**config.mk**
```make
export PLATFORM = sky130hd
export DESIGN_NAME = skey_expand_p
export DESIGN_NICKNAME = d
export VERILOG_FILES = /design/src/rtl/skey_pkg.sv /design/src/rtl/skey_regfile.sv /design/src/rtl/skey_expand_p.sv
export SDC_FILE = /design/constraint.sdc
export NUM_CORES = 2
export LEC_CHECK = 0
export ABC_AREA = 1
export CAP_MARGIN = 10
export CORE_MARGIN = 3
export CORE_UTILIZATION = 45
export CTS_CLUSTER_SIZE = 16
export DETAILED_ROUTE_END_ITERATION = 6
export DONT_BUFFER_PORTS = 1
export GPL_ROUTABILITY_DRIVEN = 0
export PLACE_DENSITY_LB_ADDON = 0.12
export SYNTH_ARGS = -nofsm -noshare
export SYNTH_HDL_FRONTEND = slang
export SYNTH_SLANG_ARGS = --single-unit
```
**constraint.sdc**
```tcl
create_clock -name clk -period 4.15 [get_ports clk]
set_input_delay 0.83 -clock clk [delete_from_list [all_inputs] [get_ports clk]]
set_output_delay 0.83 -clock clk [all_outputs]
set_load 0.02 [all_outputs]
```
**src/rtl/skey_pkg.sv**
```systemverilog
// rtl/skey_pkg.sv - Shared constants, state encoding and PINIT lookup for the subkey expander
// Contents:
//   PI      : first 40 32-bit words of the hex fraction of pi (covers 20 entries at 64 bits)
//   S_*     : legacy numeric state codes; skey_state_e is built from them
//   pinit() : initial P-array word for a given word width and entry index
package skey_pkg;

  localparam logic [1:0] S_IDLE   = 2'd0;
  localparam logic [1:0] S_LOAD   = 2'd1;
  localparam logic [1:0] S_EXPAND = 2'd2;
  localparam logic [1:0] S_DONE   = 2'd3;

  typedef enum logic [1:0] {
    IDLE   = S_IDLE,
    LOAD   = S_LOAD,
    EXPAND = S_EXPAND,
    DONE   = S_DONE
  } skey_state_e;

  localparam logic [31:0] PI [40] = '{
    32'h243F6A88, 32'h85A308D3, 32'h13198A2E, 32'h03707344,
    32'hA4093822, 32'h299F31D0, 32'h082EFA98, 32'hEC4E6C89,
    32'h452821E6, 32'h38D01377, 32'hBE5466CF, 32'h34E90C6C,
    32'hC0AC29B7, 32'hC97C50DD, 32'h3F84D5B5, 32'hB5470917,
    32'h9216D5D9, 32'h8979FB1B, 32'hD1310BA6, 32'h98DFB5AC,
    32'h2FFD72DB, 32'hD01ADFB7, 32'hB8E1AFED, 32'h6A267E96,
    32'hBA7C9045, 32'hF12C7F99, 32'h24A19947, 32'hB3916CF7,
    32'h0801F2E2, 32'h858EFC16, 32'h636920D8, 32'h71574E69,
    32'hA458FEA3, 32'hF4933D7E, 32'h0D95748F, 32'h728EB658,
    32'h718BCD58, 32'h82154AEE, 32'h7B54A41D, 32'hC25A59B5
  };

  // Result is right-aligned; 32-bit callers take the low half.
  function automatic logic [63:0] pinit(input int word_w, input int idx);
    logic [5:0] hi;
    logic [5:0] lo;
    hi = 6'(2 * idx);
    lo = 6'(2 * idx + 1);
    if (word_w == 64) return {PI[hi], PI[lo]};
    lo = 6'(idx);
    return {32'h0, PI[lo]};
  endfunction

endpackage

```
**src/rtl/skey_regfile.sv**
```systemverilog
// rtl/skey_regfile.sv - P-array storage with one write port and a registered, order-mapped read port
// Ports:
//   clk, rst     : clock, asynchronous active-low reset (clears storage and rd_data)
//   clr          : synchronous clear of all entries
//   we/waddr/wdata : write port
//   rev          : 1 = read entry NUM_P-1-rd_idx instead of rd_idx
//   rd_idx       : read index; indices >= NUM_P read as 0
//   rd_data      : registered read data, one cycle after rd_idx
module skey_regfile
  import skey_pkg::*;
#(
  parameter int WORD_W = 32,
  parameter int NUM_P  = 20,
  parameter int IW     = $clog2(NUM_P)
) (
  input  logic              clk,
  input  logic              rst,
  input  logic              clr,
  input  logic              we,
  input  logic [IW-1:0]     waddr,
  input  logic [WORD_W-1:0] wdata,
  input  logic              rev,
  input  logic [IW-1:0]     rd_idx,
  output logic [WORD_W-1:0] rd_data
);

  logic [WORD_W-1:0] mem [NUM_P];
  logic [IW-1:0]     raddr;
  logic              rd_oob;

  always_comb begin
    rd_oob = (rd_idx >= IW'(NUM_P));
    raddr  = rev ? (IW'(NUM_P - 1) - rd_idx) : rd_idx;
  end

  always_ff @(posedge clk or negedge rst) begin
    if (!rst) begin
      for (int k = 0; k < NUM_P; k++) mem[k] <= '0;
      rd_data <= '0;
    end else begin
      if (clr) begin
        for (int k = 0; k < NUM_P; k++) mem[k] <= '0;
      end else if (we) begin
        mem[waddr] <= wdata;
      end
      rd_data <= rd_oob ? '0 : mem[raddr];
    end
  end

endmodule

```
**src/rtl/skey_expand_p.sv**
```systemverilog
// rtl/skey_expand_p.sv - Serial-key Blowfish-style P-array expander with indexed subkey readout
// Optional feature macro: SKEY_ZEROIZE_EN (adds the zeroize input)
// Ports:
//   clk, rst       : clock, asynchronous active-low reset
//   start, encrypt : begin key load (IDLE/DONE only); mode latched on start
//   key_in/key_valid/key_last/key_ready : key word stream handshake
//   busy           : LOAD or EXPAND in progress
//   skey_ready     : P-array valid
//   rd_idx/rd_data : subkey read, registered, order reversed when decrypting
//   zeroize        : (SKEY_ZEROIZE_EN) wipe key buffer and P-array, return to IDLE
module skey_expand_p
  import skey_pkg::*;
#(
  parameter int WORD_W        = 32,
  parameter int NUM_P         = 20,
  parameter int MAX_KEY_WORDS = 16
) (
  input  logic                     clk,
  input  logic                     rst,
  input  logic                     start,
  input  logic                     encrypt,
  input  logic [WORD_W-1:0]        key_in,
  input  logic                     key_valid,
  input  logic                     key_last,
  output logic                     key_ready,
  output logic                     busy,
  output logic                     skey_ready,
  input  logic [$clog2(NUM_P)-1:0] rd_idx,
  output logic [WORD_W-1:0]        rd_data
`ifdef SKEY_ZEROIZE_EN
  ,
  input  logic                     zeroize
`endif
);

  localparam int IW = $clog2(NUM_P);
  localparam int KW = (MAX_KEY_WORDS > 1) ? $clog2(MAX_KEY_WORDS) : 1;
  localparam int LW = $clog2(MAX_KEY_WORDS + 1);

  skey_state_e       state;
  logic [WORD_W-1:0] key_buf [MAX_KEY_WORDS];
  logic [KW-1:0]     cnt;
  logic [LW-1:0]     key_len;
  logic [KW-1:0]     key_ptr;
  logic [IW-1:0]     exp_i;
  logic              enc_mode;
  logic              zero_req;
  logic              ptr_wrap;
  logic [WORD_W-1:0] wdata;

`ifdef SKEY_ZEROIZE_EN
  assign zero_req = zeroize;
`else
  assign zero_req = 1'b0;
`endif

  assign key_ready = (state == LOAD);
  assign busy      = (state == LOAD) || (state == EXPAND);

  // key_ptr tracks i mod key_len without a divider.
  assign ptr_wrap = (LW'(key_ptr) == key_len - LW'(1));
  assign wdata    = WORD_W'(pinit(WORD_W, int'(exp_i))) ^ key_buf[key_ptr];

  always_ff @(posedge clk or negedge rst) begin
    if (!rst) begin
      state      <= IDLE;
      cnt        <= '0;
      key_len    <= '0;
      key_ptr    <= '0;
      exp_i      <= '0;
      enc_mode   <= 1'b0;
      skey_ready <= 1'b0;
      for (int k = 0; k < MAX_KEY_WORDS; k++) key_buf[k] <= '0;
    end else if (zero_req) begin
      state      <= IDLE;
      cnt        <= '0;
      skey_ready <= 1'b0;
      for (int k = 0; k < MAX_KEY_WORDS; k++) key_buf[k] <= '0;
    end else begin
      case (state)
        IDLE, DONE: begin
          if (start) begin
            enc_mode   <= encrypt;
            skey_ready <= 1'b0;
            cnt        <= '0;
            state      <= LOAD;
          end else if (state == DONE) begin
            // Set one cycle after entering DONE so the last write has landed.
            skey_ready <= 1'b1;
          end
        end
        LOAD: begin
          if (key_valid) begin
            key_buf[cnt] <= key_in;
            cnt          <= cnt + KW'(1);
            if (key_last || (cnt == KW'(MAX_KEY_WORDS - 1))) begin
              key_len <= LW'(cnt) + LW'(1);
              key_ptr <= '0;
              exp_i   <= '0;
              state   <= EXPAND;
            end
          end
        end
        EXPAND: begin
          exp_i   <= exp_i + IW'(1);
          key_ptr <= ptr_wrap ? '0 : key_ptr + KW'(1);
          if (exp_i == IW'(NUM_P - 1)) state <= DONE;
        end
        default: state <= IDLE;
      endcase
    end
  end

  skey_regfile #(
    .WORD_W (WORD_W),
    .NUM_P  (NUM_P),
    .IW     (IW)
  ) u_regfile (
    .clk     (clk),
    .rst     (rst),
    .clr     (zero_req),
    .we      (state == EXPAND),
    .waddr   (exp_i),
    .wdata   (wdata),
    .rev     (~enc_mode),
    .rd_idx  (rd_idx),
    .rd_data (rd_data)
  );

endmodule

```
==> reports/qor.yml <==
worst_setup_path:
  cp_slowest_stage_delay_ns: 0.69
  path_buf_inv: 3
  cp-start-kind: "register"
  cp_max_fo: 20
  path_cells: "clkinv_1 -> ha_1 -> nand2_1 -> nand3_1 -> o21ai_0 -> inv_1 -> nand2_1 -> inv_1 -> nand3_1 -> nand3_1 -> nand2_1"
  critical_path_arrival_ns: 4.09
  cp_slowest_cell: "nand3_1"
  cp_top_family: "simple AND/OR/NAND/NOR gates"
  required_ns: 4.80
  critPathKind: "reg -> reg"
  cp-end-kind: "register"
cells_and_area:
  final_cells: 9489
  drive_gt1_share_pct: 5.809
  final_common_cell: "nand2_1"
  layout.cells.most_common_list: "nand2_1, nand3_1, dfrtp_1, o21ai_0, nor2_1"
  area_growth_pct: 10.39
  fill_cells: 12905
  fin_nets: 7710
  final_util_pct: 50.26
die:
  die_height_um: 368.7
  std_cell_rows: 132
  initial_core_util_pct: 45.53
  die_area_sq_um: 135900
  die_x_um: 368.7
  io_pins: 78
  coreArea_sq_um: 130000
clock_tree:
  cts_tree: "built"
  clk_pin_slew_ns: 0.06
  insertion_delay_ns: 0.78
  cts_buffer_depth: 3
  cts.sinks: 1206
  cts_buffers: 137
  root_buffer: "clkbuf_16"
  htree_levels: 4
timing:
  max_slew_margin_pct: 13.26
  fin_tns_setup_ns: 0
  fin_crit_sh_pct: 82.80
  slew_viol_final: 0
  tightest_slew_ns: 1.301
  finalClockSkew_ns: 0.02470
  max_freq_ghz: 0.2910
  finalSetupViolCount: 0
  rsz0062_at_grt: "no"
  fin_crit_ns: 3.436
  hold_viol: 0
synth:
  synth_nets: 8035
  syn_inst: 7965
  ys_seq_elements: 1206
  yosysWarnings: 0
  syn_area_sq_um: 59180
  yosysSeqAreaShare_pct: 50.99
  syn_area_per_cell_sq_um: 7.431
  yosysUniqueCellTypes: 29
power:
  power_density_nw_per_um2: 727.1
  ir_worst_vdd_uv: 758.9
  power_leakage_nw: 32.81
  p_total_mw: 47.50
routing:
  ant_nets: 0
  wl_per_cell_um: 22.14
  first_iter_violations: 6456
  vias: 53953
  drc: 0
  routed_wl_um: 210100
  drt_first_pass_iters: 6
  vias_per_cell: 5.686
global_routing:
  met1_usage_pct: 42.50
  grt_use_met2_pct: 48.24
  antenna_found_initial: 6
  grt_pass1_wl_um: 320600
  track_usage_pct: 30.73
  use_met3_pct: 5.740
  grt_pass1_vias: 50549
  grt_overflow: 0
  grt-busiest-layer: "met2"
  grt_start_max_net_pins: 289
place:
  io_buffers: 0
  dp_hpwl_um: 112200
  dp.cells: 9241
worst_hold_path:
  hp-class: "in -> async"
status:
  status: "complete, no violations"
job:
  maxCapViolations: 0
cells by family (layout without fill, tap and decap cells):
group | after synthesis | after routing | share of synthesized area, %
AOI/OAI and AO/OA | 828 | 828 | 7.313
xor gates and xnor gates | 11 | 11 | 0.1628
adders and majority gates | 27 | 27 | 0.5708
buffers and inverters | 921 | 702 | 6.372
DFF | 1206 | 1206 | 50.99
other | 0 | 1 | 0
and+or+nand+nor | 4972 | 4972 | 34.59
metal layers:
layer,up-vias,share of wire [%]
met1,26146,42
met3,463,8.6
met2,2411,45
met4,8,3.7
met5,-,0.023
li1,24925,-
registers in the layout (all words and copies together) (netlist names):
signal / flops
enc_mode: 1
key_len: 5
key_buf: 512
exp_i: 5
cnt: 4
state: 2
key_ptr: 4
u_regfile.rd_data: 32
u_regfile.mem: 640
skey_ready: 1
power breakdown:
| group | switching (mW) | internal (mW) |
|---|---|---|
| clock network | 5.01 | 7.24 |
| logic | 14.1 | 5.13 |
| registers | 1.61 | 14.4 |
| total | 20.7 | 26.8 |
cell usage after synthesis (all sizes together):
library cell / count / area [sq um]
clkbuf: 372 / 1396
or2: 1 / 6.260
o211ai: 66 / 495.5
o2bb2ai: 1 / 8.760
o21ai: 662 / 3313
buf: 270 / 1328
clkinv: 3 / 11.26
nand2: 3250 / 12200
a31oi: 1 / 6.260
ha: 27 / 337.8
nand3: 1423 / 7122
nand4: 2 / 12.51
a21boi: 1 / 7.510
inv: 276 / 1036
nor3: 1 / 5.000
o22ai: 7 / 43.79
xor2: 7 / 61.31
nor2: 293 / 1110
xnor2: 4 / 35.03
a21oi: 89 / 445.4
nand3b: 2 / 15.01
a211oi: 1 / 7.510
dfrtp: 1206 / 30180
worst paths after layout:
check	end	depth (start not counted)	slack (ns)	start
max in group asynchronous	key_buf[441]$_DFFE_PN0P_	4	1.17	rst
setup reg to reg	u_regfile.mem[467]$_DFFE_PN0P_	11	0.71	exp_i[0]$_DFFE_PN0P_
min in group clk	enc_mode$_DFFE_PN0P_	2	0.22	encrypt
setup / recovery	u_regfile.mem[467]$_DFFE_PN0P_	11	0.71	exp_i[0]$_DFFE_PN0P_
hold reg to reg	key_buf[501]$_DFFE_PN0P_	2	0.48	key_buf[501]$_DFFE_PN0P_
hold / removal	u_regfile.mem[100]$_DFFE_PN0P_	1	0.02	rst
repair_timing:
action	4_1_cts	5_1_grt
setup buffers	0	0
endpoints found under the hold margin	109	0
resized for setup	0	0
hold buffers	1	0
area by class of cell:
cell class	count	area, sq um	share of cell area [%]
multi-input combinational	5838	25540	39.09
inverter	279	1054	1.613
timing repair buffer	178	1872	2.865
clock buffer	228	4302	6.584
tap	1742	2180	3.336
clock inverter	17	201.4	0.3083
sequential	1206	30190	46.20
antenna	1	2.502	0.003830
stage by stage:
stage          worst slack, ns  area (sq um)  hold slack, ns
2_1_floorplan            1.191         59180          0.4478
3_3_place_gp            0.3413         60770          0.4595
3_5_place_dp            0.3650         60770          0.4658
4_1_cts                 0.8329         65300        0.006361
5_1_grt                 0.5217         65330         0.02675
6_report                0.7137         65330         0.01700
(Power assumes the default switching activity.)
